**src/rtl/mac_seq_ctrl.sv**
```systemverilog
// Sequencer for the four-lane MAC array: clears the partial accumulators,
// counts operand beats, waits out the combiner pipeline and hands off the result.
module mac_seq_ctrl #(
   parameter int LEN_WIDTH = 8,
   parameter int PIPE_LAT  = 2
) (
   input  logic                 clk,
   input  logic                 rst,
   input  logic                 job_valid,
   output logic                 job_ready,
   input  logic [1:0]           job_cfg,
   input  logic [LEN_WIDTH-1:0] job_len,
   input  logic                 op_valid,
   output logic                 op_ready,
   input  logic                 abort,
   output logic                 acc_clr,
   output logic                 acc_en,
   output logic [1:0]           comb_cfg,
   output logic                 comb_en,
   output logic                 res_valid,
   input  logic                 res_ready,
   output logic                 busy,
   output logic                 err_cfg
);

   localparam logic [1:0] MAC_SINGLE = 2'b00;
   localparam logic [1:0] MAC_ILLEGAL = 2'b11;

   localparam logic [2:0] S_IDLE   = 3'd0;
   localparam logic [2:0] S_CLEAR  = 3'd1;
   localparam logic [2:0] S_ACCUM  = 3'd2;
   localparam logic [2:0] S_DRAIN  = 3'd3;
   localparam logic [2:0] S_OUTPUT = 3'd4;

   localparam int DW = 4;
   localparam logic [DW-1:0] DRAIN_LOAD = DW'(PIPE_LAT - 1);

   logic [2:0]           state_q, state_d;
   logic [LEN_WIDTH:0]   beat_q, beat_d;
   logic [LEN_WIDTH:0]   beat_inc;
   logic [LEN_WIDTH-1:0] len_q, len_d;
   logic [DW-1:0]        drain_q, drain_d;
   logic [1:0]           cfg_q, cfg_d;
   logic                 err_q, err_d;
   logic                 live_q;
   logic                 accept;

   // live_q keeps job_ready low until the first edge after reset release
   assign job_ready = live_q & (state_q == S_IDLE);
   assign accept    = job_ready & job_valid;
   assign beat_inc  = beat_q + {{LEN_WIDTH{1'b0}}, 1'b1};

   assign acc_clr   = (state_q == S_CLEAR);
   assign op_ready  = (state_q == S_ACCUM);
   assign acc_en    = op_ready & op_valid;
   assign comb_en   = (state_q == S_DRAIN) | (state_q == S_OUTPUT);
   assign res_valid = (state_q == S_OUTPUT);
   assign busy      = (state_q != S_IDLE);
   assign comb_cfg  = cfg_q;
   assign err_cfg   = err_q;

   always_comb begin
      state_d = state_q;
      beat_d  = beat_q;
      len_d   = len_q;
      drain_d = drain_q;
      cfg_d   = cfg_q;
      err_d   = 1'b0;
      if ((state_q != S_IDLE) && abort) begin
         state_d = S_IDLE;
         beat_d  = '0;
         drain_d = '0;
      end else begin
         case (state_q)
            S_IDLE: begin
               if (accept) begin
                  state_d = S_CLEAR;
                  len_d   = job_len;
                  err_d   = (job_cfg == MAC_ILLEGAL);
                  cfg_d   = (job_cfg == MAC_ILLEGAL) ? MAC_SINGLE : job_cfg;
               end
            end
            S_CLEAR: begin
               beat_d = '0;
               if (len_q != '0) begin
                  state_d = S_ACCUM;
               end else begin
                  state_d = S_DRAIN;
                  drain_d = DRAIN_LOAD;
               end
            end
            S_ACCUM: begin
               if (op_valid) begin
                  beat_d = beat_inc;
                  if (beat_inc == {1'b0, len_q}) begin
                     state_d = S_DRAIN;
                     drain_d = DRAIN_LOAD;
                  end
               end
            end
            S_DRAIN: begin
               if (drain_q == '0) begin
                  state_d = S_OUTPUT;
               end else begin
                  drain_d = drain_q - DW'(1);
               end
            end
            S_OUTPUT: begin
               if (res_ready) begin
                  state_d = S_IDLE;
                  beat_d  = '0;
               end
            end
            default: begin
               state_d = S_IDLE;
               beat_d  = '0;
               drain_d = '0;
            end
         endcase
      end
   end

   always_ff @(posedge clk or negedge rst) begin
      if (!rst) begin
         state_q <= S_IDLE;
         beat_q  <= '0;
         len_q   <= '0;
         drain_q <= '0;
         cfg_q   <= MAC_SINGLE;
         err_q   <= 1'b0;
         live_q  <= 1'b0;
      end else begin
         state_q <= state_d;
         beat_q  <= beat_d;
         len_q   <= len_d;
         drain_q <= drain_d;
         cfg_q   <= cfg_d;
         err_q   <= err_d;
         live_q  <= 1'b1;
      end
   end

endmodule
```
**config.mk**
```make
export PLATFORM = sky130hd
export DESIGN_NAME = mac_seq_ctrl
export DESIGN_NICKNAME = d
export VERILOG_FILES = /design/src/rtl/mac_seq_ctrl.sv
export SDC_FILE = /design/constraint.sdc
export NUM_CORES = 1
export LEC_CHECK = 0
export CAP_MARGIN = 5
export CORE_ASPECT_RATIO = 1.25
export CORE_MARGIN = 10
export CORE_UTILIZATION = 54
export DETAILED_ROUTE_END_ITERATION = 16
export HOLD_SLACK_MARGIN = 0.05
export PLACE_DENSITY = 0.76
export SYNTH_ARGS = -nofsm -noshare
export SYNTH_HDL_FRONTEND = slang
export SYNTH_SLANG_ARGS = --single-unit
```
**constraint.sdc**
```tcl
create_clock -name clk -period 2.24 [get_ports clk]
set_input_delay 0.448 -clock clk [delete_from_list [all_inputs] [get_ports clk]]
set_output_delay 0.448 -clock clk [all_outputs]
set_load 0.005 [all_outputs]
```
* Word-level counts from Yosys, hierarchy flattened *
Index checks and enable logic that the tools add are counted.

word-level totals
  flip-flop bits (word level) = 28
  bits in latches = 0
  memory bits (writable) = 0
  bits in read-only memories = 0
  bits of input ports = 16
  output and inout bits = 10
  word-level logic and storage cells = 62
  memories kept = 0

cells by class
  $add $sub $neg = 2
  $mul = 0
  divide/modulo/power cells = 0
  magnitude comparators = 0
  eq/ne operators = 15
  shift operators = 0
  muxes and demuxes = 22
  bitwise gates (word level) = 5
  reductions and logical operators = 11

operators with widths
  cell                   count
  $mux W9                3
  $pmux W9 S3            1
  $mux W4                5
  $mux W3                6
  $pmux W4 S4            1
  $pmux W3 S5            1
  $reduce_and A5 Y1      2
  $add A9 B1 Y9 const B  1
  $eq A9 B8 Y1           1
  $ne A3 B1 Y1 const B   3
  $reduce_bool A8 Y1     1
  $eq A3 B2 Y1 const B   2
  $ne A3 B2 Y1 const B   2
  $ne A3 B3 Y1 const B   2
  $reduce_and A3 Y1      2
  $logic_not A4 Y1       1
  $mux W1                4
  $ne A2 B1 Y1 const B   2
  $reduce_or A2 Y1       2
  $sub A4 B1 Y4 const B  1
  $and A1 B1 Y1          3
  $eq A3 B1 Y1 const B   1
  $eq A3 B3 Y1 const B   1
  $logic_not A3 Y1       1
  6 further kinds        6

* Longest topological paths before layout *
  depth after elaboration = 6
  depth in mapped cells = 8

* Worst setup path before layout *
No wires, ideal clock.

  path kind = reg-to-reg
  start point = register beat_q[0]
  end point = register drain_q[0]
  library setup time = 0.125 ns
  data arrival time = 1.926 ns
  data required time = 2.115 ns
  setup slack = 0.189 ns
  cell stages (with the launch flop) = 9
  buffers on the path = 1
  clock period less this slack = 2.051 ns
  cell sequence = dfrtp_1 ha_1 buf_2 and3_1 nor4bb_1 nor4_1 a22oi_2 o211ai_2 mux2_4

between the ends
  longest elaborated chain between the ends = 4

RTL lines
  item                                line  RTL
  start, declared                     39    logic [LEN_WIDTH:0] beat_q, beat_d;
  start signal, assigned              134   beat_q <= beat_d;
  $add A9 B1 Y9                       51    assign beat_inc = beat_q + {{LEN_WIDTH{1'b0}}, 1'b1};
  $eq A9 B8 Y1                        95    if (beat_inc == {1'b0, len_q}) begin
  $ne A3 B1 Y1 (no source line)       -
  $reduce_and A5 Y1 (no source line)  -
  end signal, assigned                136   drain_q <= drain_d;
  end, declared                       42    logic [DW-1:0] drain_q, drain_d;

Every way passes these cells.
A chain may end at the register's enable or synchronous reset.

* Worst setup path in the final report *
  start point = register state_q[1]
  end point = output port job_ready

between the ends
  longest elaborated chain between the ends = 2

RTL lines
  item                    line  RTL
  start, declared         38    logic [2:0] state_q, state_d;
  start signal, assigned  133   state_q <= state_d;
  $logic_not A3 Y1        49    assign job_ready = live_q & (state_q == S_IDLE);
  $and A1 B1 Y1           49
  end, declared           10    output logic job_ready,

Every way passes these cells.

==> flow_summary.ini <==
[outcome]
status = complete, no violations

[worst_setup_path]
critPathSlowestCell = clkdlybuf4s50_1
crit_type = flop to output port
slowest_delay_ps = 510
critPathLaunchType = flop
path_cells = nor3_2, and2_1, clkdlybuf4s50_1
critPathCaptureType = output port
crit_fanout = 5
cp.required_ps = 1790
worstPathArrival_ps = 1690
rr_worst_depth = 7
reg2reg_slack_ps = 140

[die]
die-area_um2 = 5950
initial_core_util = 0.555
core-area_um2 = 3170
die_w_um = 71.0
die_h_um = 83.8
rows = 23
io_pins = 26

[clock_network]
clockBufferDepth = 2
path_clk_slew_ps = 100
numClockSinks = 28
numCtsBuffers = 3
cts-root-buf = clkbuf_8
clock_latency_ps = 280
htreeDepth = 1
cts_tree = built

[place]
hpwl_um = 3200
pre_cts_ws_ps = -7.21
gp_congestion = 0.909
io_buffer_count = 25

[global_routing]
antenna_found_initial = 0
track_usage = 0.144
grt_pass1_vias = 1598
grt_max_degree = 29
grt_first_pass_wirelength_um = 7280
grt.overflow.total = 0

[detailed_routing]
via_per_inst = 6.07
drt-wirelength-per-cell_um = 17.1
first_iter_violations = 121
drt-total-wl_um = 4530
antenna_left = 0
drt_first_pass_iters = 4
drc = 0
num_vias = 1609

[yosys]
synth.yosys.seq_area_share = 0.399
avgSynthCellArea_um2 = 8.92
synthTopCellsByArea = dfrtp_1 (40%), mux2_2 (5.1%), nor2_1 (4.7%)
synthFlopType = dfrtp_1
synth_top_area_cell = dfrtp_1
syn-instance-count = 197
synth-edff-count = 0
synth.most_common_cell = dfrtp_1
ys_async_sr_fraction = 1.00
yosys_warnings = 0
syn-cell-area_um2 = 1760
synth_top_area_frac = 0.399
ys_ff_latch = 28
synthTopCellsByCount = dfrtp_1 (28), nor2_1 (22), nand2_1 (19), o21ai_0 (15)
yosysUniqueCellTypes = 49
synthesis.nets = 216

[pwr]
ir_worst_vdd_uv = 815
leakage_nw = 0.934
total_power_mw = 2.44
p_per_area_nw_per_um2 = 1090

[sta]
rsz0062_at_grt = true
final_hold_viol_count = 0
setup_violations = 0
drv_slew = 0
fmaxAchievable_mhz = 468
timing.final.ws_setup_ps = 104
period_share = 0.953
finalClockSkew_ps = 2.66
period_needed_ps = 2140

[flow_run]
maxCapViolCount = 0

[min_path]
whs_path_depth = 2
hold_class = flop to flop

[layout]
final_nets = 248
layout-drive-gt1-share = 0.219
fillCellCount = 250
diodes = 0
syn_to_final_growth_pct = 27.9
## cell usage in the layout (no fill, tap or decap), types with 3 or more instances in the layout
| cell | n |
|---|---|
| dfrtp_2 | 3 |
| or3_1 | 4 |
| nor2_1 | 20 |
| xnor2_1 | 4 |
| o21ai_0 | 14 |
| o31ai_1 | 4 |
| clkbuf_8 | 3 |
| o21ai_1 | 3 |
| inv_1 | 8 |
| dfrtp_1 | 25 |
| buf_4 | 13 |
| o41ai_1 | 3 |
| mux2_2 | 8 |
| nand3_1 | 4 |
| and2_1 | 3 |
| nand2_1 | 19 |
| xor2_1 | 5 |
| nand2b_1 | 7 |
| clkdlybuf4s50_1 | 25 |
## logic make-up (layout without fill, tap and decap cells)
group           after synthesis  in the layout  synth area share
mux                           9              9            0.0598
fa+ha+maj                     3              3            0.0214
xor+xnor                      9              9            0.0449
simple gates                 81             81             0.231
other cells                   1              1           0.00213
flops                        28             28             0.399
buf+inv                      20             51            0.0484
compound gates               46             46             0.193
## power breakdown
part | switching, mW | total [mW] | internal, mW | leakage [nW]
Combinational | 0.558 | 1.19 | 0.634 | 0.538
Clock | 0.173 | 0.412 | 0.240 | 0.0357
Sequential | 0.182 | 0.839 | 0.658 | 0.360
## area by class of cell
class	count	area, µm²	share of cell area
Multi-Input combinational cell	149	1040	0.461
Sequential cell	28	704	0.313
Timing Repair Buffer	39	359	0.160
Tap cell	37	46.3	0.0206
Clock buffer	3	41.3	0.0184
Clock inverter	1	30.0	0.0134
Inverter	8	30.0	0.0134
## worst max-delay path, delay by kind of cell, from the launching register on
family,cells,cell delay (ps)
buf+inv,1,510
simple gates,2,410
flops,1,480
## flip-flops by register name (all words and copies together) (netlist names)
name,cells
beat_q,9
len_q,8
drain_q,4
state_q,3
comb_cfg,2
err_cfg,1
live_q,1
## worst paths after layout
check                               to   startpoint
setup / recovery             job_ready   state_q[1]
hold / removal             comb_cfg[1]  comb_cfg[1]
setup reg to reg            state_q[0]    beat_q[1]
hold reg to reg            comb_cfg[1]  comb_cfg[1]
max in group asynchronous   state_q[1]          rst
min in group asynchronous   drain_q[0]          rst
## metrics by stage
stage / setup TNS [ps] / instance area [µm²] / hold WS, ps / instances / utilization
final: 0 / 2250 / 499 / 265 / 0.710
after global routing: -4.31 / 2250 / 530 / 265 / 0.710
after CTS: 0 / 2160 / 503 / 262 / 0.682
after detailed placement: -7.21 / 2080 / 479 / 258 / 0.657
after global placement: 0 / 2080 / 464 / 258 / 0.657
after floorplan: 0 / 1760 / 152 / 197 / -
## per-layer routing
layer,GRT usage,vias up,share of wire
li1,-,764,-
met1,0.154,795,0.40
met2,0.264,39,0.53
met3,0.0286,11,0.037
met4,0.0564,0,0.025
met5,0,-,0
## timing repair
item / CTS / global route
endpoints found under the setup margin: 3 / 9
hold buffers: 0 / 0
resized for setup: 2 / 15
pin swaps: 0 / 2
buffers inserted: 0 / 3
(Power assumes the default switching activity.)
